==> config.mk <==
export PLATFORM = sky130hd
export DESIGN_NAME = tz_table_arbiter_flat
export DESIGN_NICKNAME = d
export VERILOG_FILES = /design/src/rtl/tz_table_arbiter_if.sv /design/src/rtl/tz_table_arbiter.sv /design/src/flat_wrapper.sv
export SDC_FILE = /design/constraint.sdc
export NUM_CORES = 1
export LEC_CHECK = 0
export ABC_AREA = 1
export CAP_MARGIN = 20
export CORE_MARGIN = 3
export CORE_UTILIZATION = 46
export DETAILED_ROUTE_END_ITERATION = 12
export PLACE_DENSITY_LB_ADDON = 0.2
export SLEW_MARGIN = 10
export SYNTH_ARGS = -nofsm -noshare
export SYNTH_HDL_FRONTEND = slang
export SYNTH_SLANG_ARGS = --single-unit
==> constraint.sdc <==
create_clock -name i_clk -period 7.5 [get_ports i_clk]
set_input_delay 1.5 -clock i_clk [delete_from_list [all_inputs] [get_ports i_clk]]
set_output_delay 1.5 -clock i_clk [all_outputs]
set_load 0.05 [all_outputs]
==> src/rtl/tz_table_arbiter_if.sv <==
// Request, shared-table and result signals between the total_zeros arbiter and its neighbours.
// slave: arbiter side; master: requesters, table and packer side.
interface tz_table_arbiter_if #(
  parameter int ADDR_W = 8,
  parameter int CODE_W = 7
);
  logic              req0_valid;
  logic              req0_ready;
  logic [4:0]        req0_tc;
  logic [3:0]        req0_tz;
  logic              req1_valid;
  logic              req1_ready;
  logic [4:0]        req1_tc;
  logic [3:0]        req1_tz;
  logic [ADDR_W-1:0] tab_addr;
  logic [CODE_W-1:0] tab_code;
  logic              out_valid;
  logic              out_ready;
  logic [CODE_W-1:0] out_code;
  logic              out_id;
  logic              out_skip;
  logic              out_err;

  modport slave (
    input  req0_valid, req0_tc, req0_tz,
    input  req1_valid, req1_tc, req1_tz,
    input  tab_code, out_ready,
    output req0_ready, req1_ready, tab_addr,
    output out_valid, out_code, out_id, out_skip, out_err
  );

  modport master (
    output req0_valid, req0_tc, req0_tz,
    output req1_valid, req1_tc, req1_tz,
    output tab_code, out_ready,
    input  req0_ready, req1_ready, tab_addr,
    input  out_valid, out_code, out_id, out_skip, out_err
  );
endinterface

==> src/rtl/tz_table_arbiter.sv <==
// Round-robin sharing of one total_zeros VLC table between two CAVLC encoders; skips tc==0/MAX lookups.
// TZ_SYNC_TAB_EN: registered table, adds a WAIT cycle before LOOKUP (lookup latency 3 instead of 2).
module tz_table_arbiter #(
  parameter int MAX_COEFF = 16,
  parameter int ADDR_W    = 8,
  parameter int CODE_W    = 7
) (
  input  logic                i_clk,
  input  logic                i_rst_n,
  tz_table_arbiter_if.slave   io_bus
);

  localparam logic [1:0] ST_IDLE   = 2'd0;
  localparam logic [1:0] ST_LOOKUP = 2'd1;
  localparam logic [1:0] ST_OUT    = 2'd2;
`ifdef TZ_SYNC_TAB_EN
  localparam logic [1:0] ST_WAIT   = 2'd3;
`endif
  localparam logic [5:0] MAXC      = 6'(MAX_COEFF);

  logic [1:0]        r_state;
  logic              r_last_grant;
  logic [ADDR_W-1:0] r_tab_addr;
  logic [CODE_W-1:0] r_out_code;
  logic              r_out_id;
  logic              r_out_skip;
  logic              r_out_err;

  logic       w_grant0;
  logic       w_grant1;
  logic       w_acc;
  logic       w_id;
  logic [4:0] w_tc;
  logic [3:0] w_tz;
  logic [5:0] w_tc_ext;
  logic [5:0] w_room;
  logic       w_skip;
  logic       w_err;

  // Under contention the requester that did not win last time is served.
  assign w_grant0 = io_bus.req0_valid & (~io_bus.req1_valid | r_last_grant);
  assign w_grant1 = io_bus.req1_valid & (~io_bus.req0_valid | ~r_last_grant);
  assign w_acc    = (r_state == ST_IDLE) & (w_grant0 | w_grant1);
  assign w_id     = w_grant1;

  assign w_tc     = w_id ? io_bus.req1_tc : io_bus.req0_tc;
  assign w_tz     = w_id ? io_bus.req1_tz : io_bus.req0_tz;
  assign w_tc_ext = {1'b0, w_tc};
  assign w_room   = MAXC - w_tc_ext;
  assign w_skip   = (w_tc_ext == 6'd0) | (w_tc_ext == MAXC);
  assign w_err    = (w_tc_ext > MAXC) | (~w_skip & ({2'b00, w_tz} > w_room));

  assign io_bus.req0_ready = (r_state == ST_IDLE) & w_grant0;
  assign io_bus.req1_ready = (r_state == ST_IDLE) & w_grant1;
  assign io_bus.tab_addr   = r_tab_addr;
  assign io_bus.out_valid  = (r_state == ST_OUT);
  assign io_bus.out_code   = r_out_code;
  assign io_bus.out_id     = r_out_id;
  assign io_bus.out_skip   = r_out_skip;
  assign io_bus.out_err    = r_out_err;

  always_ff @(posedge i_clk or negedge i_rst_n) begin
    if (!i_rst_n) begin
      r_state      <= ST_IDLE;
      r_last_grant <= 1'b1;
      r_tab_addr   <= '0;
      r_out_code   <= '0;
      r_out_id     <= 1'b0;
      r_out_skip   <= 1'b0;
      r_out_err    <= 1'b0;
    end else begin
      case (r_state)
        ST_IDLE: begin
          if (w_acc) begin
            r_last_grant <= w_id;
            r_out_id     <= w_id;
            r_out_skip   <= w_skip;
            r_out_err    <= w_err;
            r_out_code   <= '0;
            // Skipped and illegal blocks never touch the table, so tab_addr keeps its old value.
            if (w_skip | w_err) begin
              r_state <= ST_OUT;
            end else begin
              r_tab_addr <= ADDR_W'({w_tc[3:0], w_tz});
`ifdef TZ_SYNC_TAB_EN
              r_state    <= ST_WAIT;
`else
              r_state    <= ST_LOOKUP;
`endif
            end
          end
        end
`ifdef TZ_SYNC_TAB_EN
        ST_WAIT: r_state <= ST_LOOKUP;
`endif
        ST_LOOKUP: begin
          r_out_code <= io_bus.tab_code;
          r_state    <= ST_OUT;
        end
        ST_OUT: begin
          if (io_bus.out_ready) r_state <= ST_IDLE;
        end
        default: r_state <= ST_IDLE;
      endcase
    end
  end

endmodule

==> src/flat_wrapper.sv <==
// flat-port wrapper written by rule: the top's interface ports become plain ports
module tz_table_arbiter_flat 
#(
  parameter int MAX_COEFF = 16,
  parameter int ADDR_W    = 8,
  parameter int CODE_W    = 7
)
  (i_clk, i_rst_n, io_bus_req0_valid, io_bus_req0_tc, io_bus_req0_tz, io_bus_req1_valid, io_bus_req1_tc, io_bus_req1_tz, io_bus_tab_code, io_bus_out_ready, io_bus_req0_ready, io_bus_req1_ready, io_bus_tab_addr, io_bus_out_valid, io_bus_out_code, io_bus_out_id, io_bus_out_skip, io_bus_out_err);
  tz_table_arbiter_if #(.ADDR_W(ADDR_W), .CODE_W(CODE_W)) io_bus_i ();
  input  logic i_clk;
  input  logic i_rst_n;
  input wire logic [$bits(io_bus_i.req0_valid)-1:0] io_bus_req0_valid;
  input wire logic [$bits(io_bus_i.req0_tc)-1:0] io_bus_req0_tc;
  input wire logic [$bits(io_bus_i.req0_tz)-1:0] io_bus_req0_tz;
  input wire logic [$bits(io_bus_i.req1_valid)-1:0] io_bus_req1_valid;
  input wire logic [$bits(io_bus_i.req1_tc)-1:0] io_bus_req1_tc;
  input wire logic [$bits(io_bus_i.req1_tz)-1:0] io_bus_req1_tz;
  input wire logic [$bits(io_bus_i.tab_code)-1:0] io_bus_tab_code;
  input wire logic [$bits(io_bus_i.out_ready)-1:0] io_bus_out_ready;
  output wire logic [$bits(io_bus_i.req0_ready)-1:0] io_bus_req0_ready;
  output wire logic [$bits(io_bus_i.req1_ready)-1:0] io_bus_req1_ready;
  output wire logic [$bits(io_bus_i.tab_addr)-1:0] io_bus_tab_addr;
  output wire logic [$bits(io_bus_i.out_valid)-1:0] io_bus_out_valid;
  output wire logic [$bits(io_bus_i.out_code)-1:0] io_bus_out_code;
  output wire logic [$bits(io_bus_i.out_id)-1:0] io_bus_out_id;
  output wire logic [$bits(io_bus_i.out_skip)-1:0] io_bus_out_skip;
  output wire logic [$bits(io_bus_i.out_err)-1:0] io_bus_out_err;
  assign io_bus_i.req0_valid = io_bus_req0_valid;
  assign io_bus_i.req0_tc = io_bus_req0_tc;
  assign io_bus_i.req0_tz = io_bus_req0_tz;
  assign io_bus_i.req1_valid = io_bus_req1_valid;
  assign io_bus_i.req1_tc = io_bus_req1_tc;
  assign io_bus_i.req1_tz = io_bus_req1_tz;
  assign io_bus_i.tab_code = io_bus_tab_code;
  assign io_bus_i.out_ready = io_bus_out_ready;
  assign io_bus_req0_ready = io_bus_i.req0_ready;
  assign io_bus_req1_ready = io_bus_i.req1_ready;
  assign io_bus_tab_addr = io_bus_i.tab_addr;
  assign io_bus_out_valid = io_bus_i.out_valid;
  assign io_bus_out_code = io_bus_i.out_code;
  assign io_bus_out_id = io_bus_i.out_id;
  assign io_bus_out_skip = io_bus_i.out_skip;
  assign io_bus_out_err = io_bus_i.out_err;
  tz_table_arbiter #(.MAX_COEFF(MAX_COEFF), .ADDR_W(ADDR_W), .CODE_W(CODE_W)) u_core (.i_clk(i_clk), .i_rst_n(i_rst_n), .io_bus(io_bus_i));
endmodule
==> qor.txt <==
Post-synthesis cell area - 1300 um2
Final Skew - 0.00802 ns
Number of gates given a new drive strength after cts - 0
Number of buffer and inverter stages on the critical path - 2
Iteration-0 DRC Markers - 67
Count of hold-fix buffers inserted at cts - 0
Cell count after synthesis - 158
Syn-to-layout area delta - 39.4%
Post-layout nets - 242
Via count of the routed design - 1,199
Area taken by multi-input logic gates - 628 um2
Clk sinks - 21
GR Overflow Total - 0
Clock insertion delay at the later pin of the skew report - 0.30 ns
Die ar. - 3490 um2
Compound-Gate Fraction of Synth Area - 7.71%
Arrival time at the worst endpoint - 3.32 ns
Horizontal die dimension - 59.1 um
Count of maximum capacitance violations - 0
Synth area leaders - dfrtp_1 39%, nand2_1 10%, nand3_1 6.6%
Type of element launching the critical path - primary input
GP Congestion - 0.818
Post-Syn Area per Cell - 8.21 um2
Routed length per instance - 13.5 um
Number of H-tree levels - 1
Combinational family with the most area after synthesis - simple AND/OR/NAND/NOR gates
Setup WS post-layout - 2.68 ns
Dpl hpwl - 2540 um
# IOs - 51
Total of buffers placed on input and output ports - 50
CTS tree - done
Sequential area share after synthesis - 40.6%
Via count of the first global-routing pass - 1,210
Root buf cell - clkbuf_4
Largest stage delay on the critical path - 0.82 ns
Critical path capture point type - output pin
Adder and majority cell fraction of the synthesized area - 3.86%
Relative max-transition margin - 32.6%
Cell occurring most often along the worst timing path - clkdlybuf4s50_1
Placement Rows - 18
Clock transition time at the flip-flop clock pins of the worst setup and hold paths - 0.10 ns
Average via count per standard cell - 5.06
Post-route fraction of the period consumed by the critical path - 64.3%
Residual DRC - 0
Layout filler cell count - 207
Simple-gate portion of the synthesized area - 35.5%
Highest clock frequency the design can meet - 0.207 GHz
First-pass GRT wire length - 5460 um
Post-Place Setup Slack - 2.69 ns
Total wirelength of the detailed-routed design - 3210 um
Slew @ Worst Pin - 1.01 ns
Register area - 527 um2
Final setup viols - 0
Synth Warn # - 0
Critical path type - in2out
First-pass iteration count of the detailed router - 4
Largest area contributor in the synthesized netlist - dfrtp_1
Total design power - 0.684 mW
Worst IR Drop VDD - 0.000386 V
Core box area - 2570 um2
Type of the worst min-delay path - reg2reg
Number of buffers created by CTS - 3
Setup TNS after final layout - 0 ns
Crit-path cells - clkdlybuf4s50_1, nand2_4, nor2_1, clkdlybuf4s50_1
RSZ-0062 raised after global routing - no
Y dimension of the die - 59.1 um
Net count after synthesis - 192
Count of distinct cell types in the synthesized netlist - 29
Final Hold Vio Count - 0
Multiplexer fraction of the synthesized cell area - 0%
Largest net degree at the start of global routing - 22
Antenna violations before repair - 0
Maximum buffer depth of the clock tree - 2
Result of the run - finished, final reports clean
Highest-count cells in the layout ignoring fill and taps - 50 x clkdlybuf4s50_1, 35 x nand2_1, 22 x inv_1
PwrDens - 378 nW/um2
Leak - 0.858 nW
Fraction of the core area covered by cells at the end of the flow - 70.5%
Post CTS Setup Buffer Count - 0
All-Layer GR Usage - 20.3%
Data required time at the worst endpoint - 6.00 ns
Post-layout min period - 4.82 ns
Slowest cell on crit path - clkdlybuf4s50_1
Share of final-layout standard cells stronger than drive strength 1 - 11.6%
Top fanout value on the critical path - 13
# diodes - 0
Top cell type's share of synthesized area - 38.6%
Post-synthesis sequential element count - 21
Commonest non-fill, non-tap cell in the layout - clkdlybuf4s50_1
Effective utilization at floorplan - 50.5%
Count of nets left with antenna violations after detail routing - 0
Xor and xnor fraction of the mapped netlist area - 1.35%
Final-report max-slew violation count - 0
Kind of cell adding the most delay to the critical path - buffers and inverters
-- per-layer routing --
layer / vias up / track usage, % / routed length (um)
met3: 0 / 4.79 / 141
met1: 562 / 26.1 / 1360
li1: 606 / - / -
met4: 0 / 2.59 / 0
met5: - / 0 / 0
met2: 31 / 35.6 / 1700
-- power by group --
part / total [mW] / leakage, nW / switching, mW / internal (mW)
clock: 0.0536 / 0.0150 / 0.0329 / 0.0207
sequential: 0.192 / 0.270 / 0.0336 / 0.159
combinational: 0.438 / 0.573 / 0.296 / 0.143
total: 0.684 / 0.858 / 0.362 / 0.322
-- tightest hold or removal path, delay by kind of cell, from the launching register on --
family	cells	cell delay, ns
flops	1	0.36
simple gates	2	0.11
-- registers in the layout, indices dropped and copies added (netlist names) --
signal / cells
u_core.io_bus.out_id: 1
u_core.io_bus.out_err: 1
u_core.io_bus.out_code: 7
u_core.r_last_grant: 1
u_core.io_bus.out_skip: 1
u_core.io_bus.tab_addr: 8
u_core.r_state: 2
-- cell type report --
type                            count  share of cell area [%]
Sequential cell                    21                    29.1
Clock buffer                        4                    1.45
Tap cell                           30                    2.07
Timing Repair Buffer               50                    27.7
Multi-Input combinational cell    108                    34.7
Inverter                           24                    4.98
-- final timing paths --
check / startpoint / endpoint / slack [ns] / depth (start not counted)
setup reg to reg: u_core.r_last_grant / u_core.io_bus.tab_addr[6] / 4.54 / 17
hold / removal: u_core.io_bus.tab_addr[7] / u_core.io_bus.tab_addr[7] / 0.49 / 2
setup / recovery: io_bus_req1_valid / io_bus_req1_ready / 2.68 / 4
max in group asynchronous: i_rst_n / u_core.io_bus.out_code[0] / 5.21 / 1
min in group asynchronous: i_rst_n / u_core.io_bus.out_code[4] / 1.71 / 1
hold reg to reg: u_core.io_bus.tab_addr[7] / u_core.io_bus.tab_addr[7] / 0.49 / 2
-- cell usage after synthesis, drive strengths merged --
cell    number
a211oi       1
nand4        8
a21oi        2
buf          5
ha           4
dfrtp       20
o21a         1
nand3       18
dfstp        1
and2         1
or2          2
a31oi        1
o21ai       13
inv         24
nand3b       1
nor2         8
xnor2        2
nand2       46
-- cell families (layout without fill, tap and decap cells) --
group | count (synthesis) | after routing
simple gates | 84 | 84
fa+ha+maj | 4 | 4
compound gates | 18 | 18
flops | 21 | 21
buf+inv | 29 | 78
xor+xnor | 2 | 2
-- per-stage QoR --
stage	area, um2	std cells	hold slack (ns)
6_report	1810	237	0.486
5_1_grt	1810	237	0.523
2_1_floorplan	1300	158	0.501
3_5_place_dp	1780	233	0.458
4_1_cts	1810	237	0.490
3_3_place_gp	1780	233	0.457
No activity file was read; power rests on OpenSTA's default activity.
